--- src/rtl/node_sequencer_if.sv ---
// Handshake bundle between a node sequencer and its controller/accumulator.
// Controller side (master) drives go, data_valid and done_ack; the sequencer
// (slave) drives accumulator controls, index and status.
interface node_sequencer_if #(
    parameter int CNT_W = 7
);
    logic             go;
    logic             data_valid;
    logic             done_ack;
    logic             reset_acc;
    logic             start;
    logic [CNT_W-1:0] cnt_val;
    logic             busy;
    logic             acc_done;
    logic             err_overrun;
    logic [15:0]      eval_count;

    modport master (
        output go, data_valid, done_ack,
        input  reset_acc, start, cnt_val, busy, acc_done, err_overrun, eval_count
    );

    modport slave (
        input  go, data_valid, done_ack,
        output reset_acc, start, cnt_val, busy, acc_done, err_overrun, eval_count
    );
endinterface

--- src/rtl/node_sequencer.sv ---
// Sequences one accumulation of NUM_INPUTS coef/data pairs into a downstream node.
// Latency: go (idle) to acc_done is NUM_INPUTS+3 cycles with data_valid held high.
// Backpressure: data_valid low stalls the sweep indefinitely; DONE holds until done_ack.
// Ports: clk, rst (sync, active-high); bus (slave modport) carries go/data_valid/done_ack
// in, and reset_acc/start/cnt_val/busy/acc_done/err_overrun/eval_count out.
module node_sequencer #(
    parameter int NUM_INPUTS = 64,
    parameter int CNT_W      = 7
) (
    input  logic              clk,
    input  logic              rst,
    node_sequencer_if.slave   bus
);

    typedef enum logic [2:0] {
        IDLE  = 3'd0,
        CLEAR = 3'd1,
        RUN   = 3'd2,
        DRAIN = 3'd3,
        DONE  = 3'd4
    } state_t;

    localparam logic [CNT_W-1:0] LAST_IDX = CNT_W'(NUM_INPUTS - 1);

    state_t           state;
    logic [CNT_W-1:0] idx;
    logic             reset_acc_q;
    logic             busy_q;
    logic             acc_done_q;
    logic             err_q;
    logic [15:0]      eval_cnt;

    // Status outputs are registered alongside the state so they change only
    // on the edge that enters or leaves the corresponding state.
    always_ff @(posedge clk) begin
        if (rst) begin
            state       <= IDLE;
            idx         <= '0;
            reset_acc_q <= 1'b0;
            busy_q      <= 1'b0;
            acc_done_q  <= 1'b0;
            err_q       <= 1'b0;
            eval_cnt    <= 16'd0;
        end else begin
            case (state)
                IDLE: begin
                    if (bus.go) begin
                        state       <= CLEAR;
                        reset_acc_q <= 1'b1;
                        busy_q      <= 1'b1;
                    end
                end
                CLEAR: begin
                    if (bus.go) err_q <= 1'b1;
                    state       <= RUN;
                    reset_acc_q <= 1'b0;
                end
                RUN: begin
                    if (bus.go) err_q <= 1'b1;
                    if (bus.data_valid) begin
                        if (idx == LAST_IDX) begin
                            idx   <= '0;
                            state <= DRAIN;
                        end else begin
                            idx <= idx + CNT_W'(1);
                        end
                    end
                end
                DRAIN: begin
                    // One idle cycle lets the last accumulate land before DONE.
                    if (bus.go) err_q <= 1'b1;
                    state      <= DONE;
                    busy_q     <= 1'b0;
                    acc_done_q <= 1'b1;
                    eval_cnt   <= eval_cnt + 16'd1;
                end
                DONE: begin
                    // go is only honoured together with done_ack; alone it is
                    // neither sequenced nor an overrun.
                    if (bus.done_ack) begin
                        acc_done_q <= 1'b0;
                        if (bus.go) begin
                            state       <= CLEAR;
                            reset_acc_q <= 1'b1;
                            busy_q      <= 1'b1;
                        end else begin
                            state <= IDLE;
                        end
                    end
                end
                default: begin
                    state       <= IDLE;
                    idx         <= '0;
                    reset_acc_q <= 1'b0;
                    busy_q      <= 1'b0;
                    acc_done_q  <= 1'b0;
                end
            endcase
        end
    end

    // start is the only combinational output: the accumulator must see the
    // hold released in the same cycle the pair is valid.
    assign bus.start       = (state == RUN) ? ~bus.data_valid : 1'b1;
    assign bus.reset_acc   = reset_acc_q;
    assign bus.cnt_val     = idx;
    assign bus.busy        = busy_q;
    assign bus.acc_done    = acc_done_q;
    assign bus.err_overrun = err_q;
    assign bus.eval_count  = eval_cnt;

endmodule

--- src/flat_wrapper.sv ---
// flat-port wrapper written by rule: the top's interface ports become plain ports
module node_sequencer_flat 
#(
    parameter int NUM_INPUTS = 64,
    parameter int CNT_W      = 7
)
  (clk, rst, bus_go, bus_data_valid, bus_done_ack, bus_reset_acc, bus_start, bus_cnt_val, bus_busy, bus_acc_done, bus_err_overrun, bus_eval_count);
  node_sequencer_if #(.CNT_W(CNT_W)) bus_i ();
  input  logic clk;
  input  logic rst;
  input wire logic [$bits(bus_i.go)-1:0] bus_go;
  input wire logic [$bits(bus_i.data_valid)-1:0] bus_data_valid;
  input wire logic [$bits(bus_i.done_ack)-1:0] bus_done_ack;
  output wire logic [$bits(bus_i.reset_acc)-1:0] bus_reset_acc;
  output wire logic [$bits(bus_i.start)-1:0] bus_start;
  output wire logic [$bits(bus_i.cnt_val)-1:0] bus_cnt_val;
  output wire logic [$bits(bus_i.busy)-1:0] bus_busy;
  output wire logic [$bits(bus_i.acc_done)-1:0] bus_acc_done;
  output wire logic [$bits(bus_i.err_overrun)-1:0] bus_err_overrun;
  output wire logic [$bits(bus_i.eval_count)-1:0] bus_eval_count;
  assign bus_i.go = bus_go;
  assign bus_i.data_valid = bus_data_valid;
  assign bus_i.done_ack = bus_done_ack;
  assign bus_reset_acc = bus_i.reset_acc;
  assign bus_start = bus_i.start;
  assign bus_cnt_val = bus_i.cnt_val;
  assign bus_busy = bus_i.busy;
  assign bus_acc_done = bus_i.acc_done;
  assign bus_err_overrun = bus_i.err_overrun;
  assign bus_eval_count = bus_i.eval_count;
  node_sequencer #(.NUM_INPUTS(NUM_INPUTS), .CNT_W(CNT_W)) u_core (.clk(clk), .rst(rst), .bus(bus_i));
endmodule
--- config.mk ---
export PLATFORM = sky130hd
export DESIGN_NAME = node_sequencer_flat
export DESIGN_NICKNAME = d
export VERILOG_FILES = /design/src/rtl/node_sequencer_if.sv /design/src/rtl/node_sequencer.sv /design/src/flat_wrapper.sv
export SDC_FILE = /design/constraint.sdc
export NUM_CORES = 1
export LEC_CHECK = 0
export BUFFER_PORTS_ARGS = -buffer_cell sky130_fd_sc_hd__buf_2
export CORE_MARGIN = 1
export CORE_UTILIZATION = 40
export DETAILED_ROUTE_END_ITERATION = 8
export GPL_TIMING_DRIVEN = 1
export MAX_ROUTING_LAYER = met4
export SLEW_MARGIN = 20
export SYNTH_ARGS = -nofsm -noshare
export SYNTH_HDL_FRONTEND = slang
export SYNTH_SLANG_ARGS = --single-unit
--- constraint.sdc ---
create_clock -name clk -period 1.81 [get_ports clk]
set_clock_uncertainty 0.1 [all_clocks]
set_input_delay 0 -clock clk [delete_from_list [all_inputs] [get_ports clk]]
set_output_delay 0 -clock clk [all_outputs]
set_load 0.05 [all_outputs]
Word-level counts from Yosys, hierarchy flattened
Cells that the tools add are included.
{"block": "totals", "regBits": 30, "latch_bits": 0, "ram_bits": 0, "rom_bits": 0, "inputBits": 5, "out_inout_bits": 28, "n_memories": 0}
{"block": "op_classes", "add_sub_neg": 2, "multipliers": 0, "div_mod_pow": 0, "order_cmp": 0, "eq_ne": 9, "shift": 0, "muxes": 18, "bitwise": 5, "n_reduce_logical": 12}
{"op": "adder 16 x 1 -> 16 bit, second input constant", "n": 1}
{"op": "case mux 3 bit (5 select lines)", "n": 1}
{"op": "two-way mux 7 bit", "n": 2}
{"op": "case mux 7 bit (2 select lines)", "n": 1}
{"op": "two-way mux 3 bit", "n": 4}
{"op": "AND reduction 2 bit", "n": 5}
{"op": "case mux 1 bit (3 select lines)", "n": 3}
{"op": "adder 7 x 1 -> 7 bit, second input constant", "n": 1}
{"op": "equality test 7 x 6 -> 1 bit, second input constant", "n": 1}
{"op": "two-way mux 1 bit", "n": 7}
{"op": "equality test 3 x 2 -> 1 bit, second input constant", "n": 2}
{"op": "inequality test 2 bit, second input constant", "n": 3}
{"op": "OR reduction 3 bit", "n": 2}
{"op": "inverter 1 bit", "n": 5}
{"op": "AND reduction 4 bit", "n": 1}
{"op": "OR reduction 2 bit", "n": 2}
{"op": "OR reduction 4 bit", "n": 1}
{"op": "equality test 3 x 1 -> 1 bit, second input constant", "n": 1}
{"op": "equality test 3 bit, second input constant", "n": 1}
{"op": "zero test 3 bit", "n": 1}
{"op": "inequality test 2 x 1 -> 1 bit, second input constant", "n": 1}

Logic depth before layout (Yosys ltp)
{"block": "depth", "depth_word": 4, "mapped_depth": 6, "ltp_nobuf": 5}

Worst setup path after synthesis
OpenSTA, ideal clock, no wires.
{"block": "synth_path", "path_kind": "register to register", "startpoint": "reg u_core.eval_cnt[3], in the netlist u_core.bus.eval_count[3]", "endpoint": "reg u_core.eval_cnt[15], in the netlist u_core.bus.eval_count[15]", "arrival_time_ps": 1849, "required_time_ps": 1640, "path_slack_ps": -209, "path_stages_with_launch": 5, "path_buffers": 0, "synth_period_minus_slack_ps": 2019, "path_cell_list": "dfxtp_1 nand4_4 or2_4 or4_1 a21oi_1"}
{"block": "synth_between", "elab_chain_len": 1}
{"item": "start: declaration", "line": "node_sequencer.sv:31", "text": "logic [15:0] eval_cnt;"}
{"item": "start signal: assignment", "line": "node_sequencer.sv:75", "text": "eval_cnt <= eval_cnt + 16'd1;"}
{"item": "adder 16 x 1 -> 16 bit", "line": "node_sequencer.sv:75"}
No other way between the ends.
A chain may end at the register's enable or synchronous reset.

Worst setup path after layout
{"block": "layout_path", "startpoint": "reg u_core.eval_cnt[9], in the netlist u_core.bus.eval_count[9]", "endpoint": "reg u_core.eval_cnt[15], in the netlist u_core.bus.eval_count[15]"}
The elaborated chain is that of the path after synthesis.

==> results by group <==
Run status
  – Status: finished, final reports clean

Die
  – Total I/O pin count: 33
  – Die Area: 3810 sq um
  – Initial core utilization: 0.424
  – Die Width: 61.7 um
  – Die H: 61.7 um
  – Core area: 3360 sq um
  – FP Rows: 21

Yosys
  – Synth Net Count: 176
  – Commonest cells in the netlist: dfxtp_1 (30), nor2_1 (25), a21oi_1 (14)
  – Library cells used by synthesis: 42
  – Register bit total from synthesis: 30
  – Synth top area share: 0.421
  – Post-synthesis sequential area ratio: 0.421
  – Ys async rst share: 0
  – Syn Inst Count: 169
  – Post-synth EDFFs: 0
  – Largest area contributor in the netlist: dfxtp_1
  – Most numerous cell in the Yosys netlist: dfxtp_1
  – Top cells by area, synth: dfxtp_1 (42%), nor2_1 (6.6%), xnor2_1 (5.5%), a21oi_1 (4.9%), xor2_1 (3.7%)
  – Area of the mapped netlist: 1430 sq um
  – Top FF cell, synth: dfxtp_1
  – Ys Warns: 0
  – Post-synthesis average cell area: 8.43 sq um

Finish
  – Diodes inserted: 0
  – Area taken by multi-input logic gates: 778 sq um
  – Final net count: 218
  – Fill count: 348
  – Register Area: 614 sq um
  – Layout cells sized above 1: 0.307
  – Area grow syn2layout: 24.6%

Pwr
  – Leak Pwr: 0.735 nW
  – PD cells: 788 nW/um^2
  – Tot Pwr: 1.40 mW
  – Maximum vdd drop: 0.605 mV

Clocking
  – Clk Latency, worst-skew pair: 0.33 ns
  – Inserted Clock Buffers: 5
  – CTS Buffer Depth: 2
  – H-tree level count: 2
  – TritonCTS Sinks: 30
  – Post-CTS Setup Inserts: 0
  – CTS tree: built
  – Reg clk slew, reported paths: 0.10 ns
  – Clk root buf: clkbuf_4

STA
  – Final Max Slew Viols: 0
  – RSZ-0062 raised after global routing: false
  – Final setup fails: 0
  – TNS Setup: 0 ns
  – Final Hold Violating Endpoints: 0
  – Slew @ Worst Pin: 0.513 ns
  – Fmax: 602 MHz
  – Worst slew margin: 0.658
  – Final Cycle Share: 0.918
  – Crit path time final: 1.66 ns

Hold path
  – HP Class: in -> reg
  – Worst hold endpoint: u_core.bus.eval_count[12]$_SDFFE_PP0P_
  – Startpoint of the worst hold path: rst
  – Hold Crit Depth: 2

Route
  – DRT Pass-1 Iters: 4
  – Post-route DRC: 0
  – Post-DRT Antenna Nets: 0
  – WL/cell: 12.7 um
  – DRT iter0 DRCs: 59
  – WL final: 3280 um
  – Vias/cell: 5.21
  – Via count: 1345

Place
  – HPWL Detailed: 2270 um
  – Port Buffers: 32
  – GPL Wtd Cong: 0.858

Critical path
  – Reg2Reg Capture Point: u_core.bus.eval_count[15]$_SDFFE_PP0P_
  – CP endpoint kind: flop
  – Crit path kind: reg -> reg
  – Worst Setup SP: u_core.bus.eval_count[9]$_SDFFE_PP0P_
  – Cells along the critical path: nand4_1, or2_4, or4_1, a21oi_1
  – Crit path launch type: flop
  – Max incr delay on CP: 0.52 ns
  – CP required: 1.98 ns
  – R2R Path Start: u_core.bus.eval_count[9]$_SDFFE_PP0P_
  – R2R depth: 4
  – Worst Path Buf+Inv: 0
  – Slowest cell on the critical path: or4_1
  – Crit-path max FO: 6
  – Crit path max-delay family: simple AND/OR/NAND/NOR gates
  – Arrival @ worst endpoint: 1.83 ns
  – Reg2reg setup slack: 0.15 ns

Global route
  – Initial antenna violation count: 0
  – First-pass GRT wire length: 5380 um
  – Remaining Overflow, GRT: 0
  – Vias in the first global route: 1215
  – Largest net degree at the start of global routing: 29
  – Global Route Usage Sum: 0.202

Run
  – Max_cap viols: 0
==> through the flow <==
| step | setup slack [ns] | utilization | cell area (sq um) | hold WS (ns) | instances |
|---|---|---|---|---|---|
| after global routing | 0.00173 | 0.528 | 1780 | 0.0339 | 258 |
| after global placement | 0.212 | 0.500 | 1680 | 0.199 | 247 |
| after floorplan | 0.0317 | - | 1440 | 0.0470 | 169 |
| after detailed placement | 0.167 | 0.500 | 1680 | 0.206 | 247 |
| after CTS | 0.112 | 0.526 | 1770 | 0.00186 | 258 |
| final | 0.149 | 0.528 | 1780 | 0.00703 | 258 |
==> what timing repair did <==
| item | 4_1_cts | 5_1_grt |
|---|---|---|
| hold buffers | 3 | 0 |
| endpoints found under the setup margin | 0 | 1 |
| endpoints found under the hold margin | 4 | 0 |
| gates resized for setup | 0 | 1 |
==> final cells by class <==
class	instances	share of cell area
Clock buffer	7	0.0310
Clock inverter	1	0.00282
Inverter	4	0.00846
Multi-Input combinational cell	127	0.438
Sequential cell	30	0.346
Tap cell	46	0.0324
Timing Repair Buffer	43	0.141
==> flip-flops by register name (all words and copies together), names as in the netlist <==
signal                  count
u_core.bus.eval_count      16
u_core.bus.cnt_val          7
u_core.state                3
u_core.bus.acc_done         1
u_core.bus.busy             1
u_core.bus.err_overrun      1
u_core.bus.reset_acc        1
==> where the power goes <==
| group | leakage [nW] | internal [mW] | switching (mW) | total (mW) |
|---|---|---|---|---|
| clock | 0.0353 | 0.188 | 0.232 | 0.420 |
| sequential | 0.249 | 0.685 | 0.0228 | 0.708 |
| combinational | 0.451 | 0.100 | 0.172 | 0.272 |
| total | 0.735 | 0.973 | 0.427 | 1.40 |
==> worst max-delay path by stage <==
stage | to | slack [ns] | cells after the start
floorplan | u_core.bus.eval_count[15]$_SDFFE_PP0P_ | 0.03 | 4
global placement | u_core.bus.eval_count[15]$_SDFFE_PP0P_ | 0.21 | 4
detailed placement | u_core.state[0]$_SDFFE_PP0P_ | 0.17 | 5
CTS | u_core.bus.eval_count[15]$_SDFFE_PP0P_ | 0.11 | 4
global route | u_core.state[0]$_SDFFE_PP0P_ | 0.002 | 5
finish | u_core.bus.eval_count[15]$_SDFFE_PP0P_ | 0.15 | 4
==> metal layers <==
metal / wire, um / share of wire / global-route usage
met2: 1530 / 0.47 / 0.301
met4: 55 / 0.017 / 0.0889
met1: 1540 / 0.47 / 0.248
met5: 0 / 0 / -
met3: 164 / 0.050 / 0.0663
==> cells by family (layout without fill, tap and decap cells) <==
| family | after synthesis | in the layout | synth area share |
|---|---|---|---|
| AND/OR/NAND/NOR | 75 | 75 | 0.280 |
| buffers and inverters | 12 | 55 | 0.0360 |
| AO/OA/AOI/OAI | 34 | 34 | 0.146 |
| XOR/XNOR | 15 | 15 | 0.0922 |
| flip-flops | 30 | 30 | 0.421 |
| multiplexers | 1 | 1 | 0.00702 |
| adder cells (fa/ha/maj) | 2 | 2 | 0.0176 |
==> placed cells by master, fill, tap and decap left out, types with 2 or more instances in the layout <==
| cell | synthesis | routed |
|---|---|---|
| buf_2 | 2 | 32 |
| nor2_1 | 25 | 25 |
| dfxtp_1 | 30 | 19 |
| a21oi_1 | 14 | 14 |
| nand2_1 | 11 | 11 |
| dfxtp_2 | 0 | 11 |
| xnor2_1 | 9 | 9 |
| buf_4 | 1 | 8 |
| nand3_1 | 7 | 6 |
| o21ai_0 | 6 | 6 |
| xor2_1 | 6 | 6 |
| nor4_1 | 5 | 5 |
| clkbuf_4 | 0 | 5 |
| o31ai_1 | 4 | 4 |
| nor3_1 | 4 | 4 |
| nand2b_1 | 4 | 4 |
| inv_1 | 4 | 4 |
| or4_1 | 3 | 3 |
| nand4_1 | 3 | 3 |
| dlygate4sd3_1 | 0 | 3 |
| o211ai_1 | 2 | 2 |
| ha_1 | 2 | 2 |
Note: power is estimated with default switching activity, not from simulation.
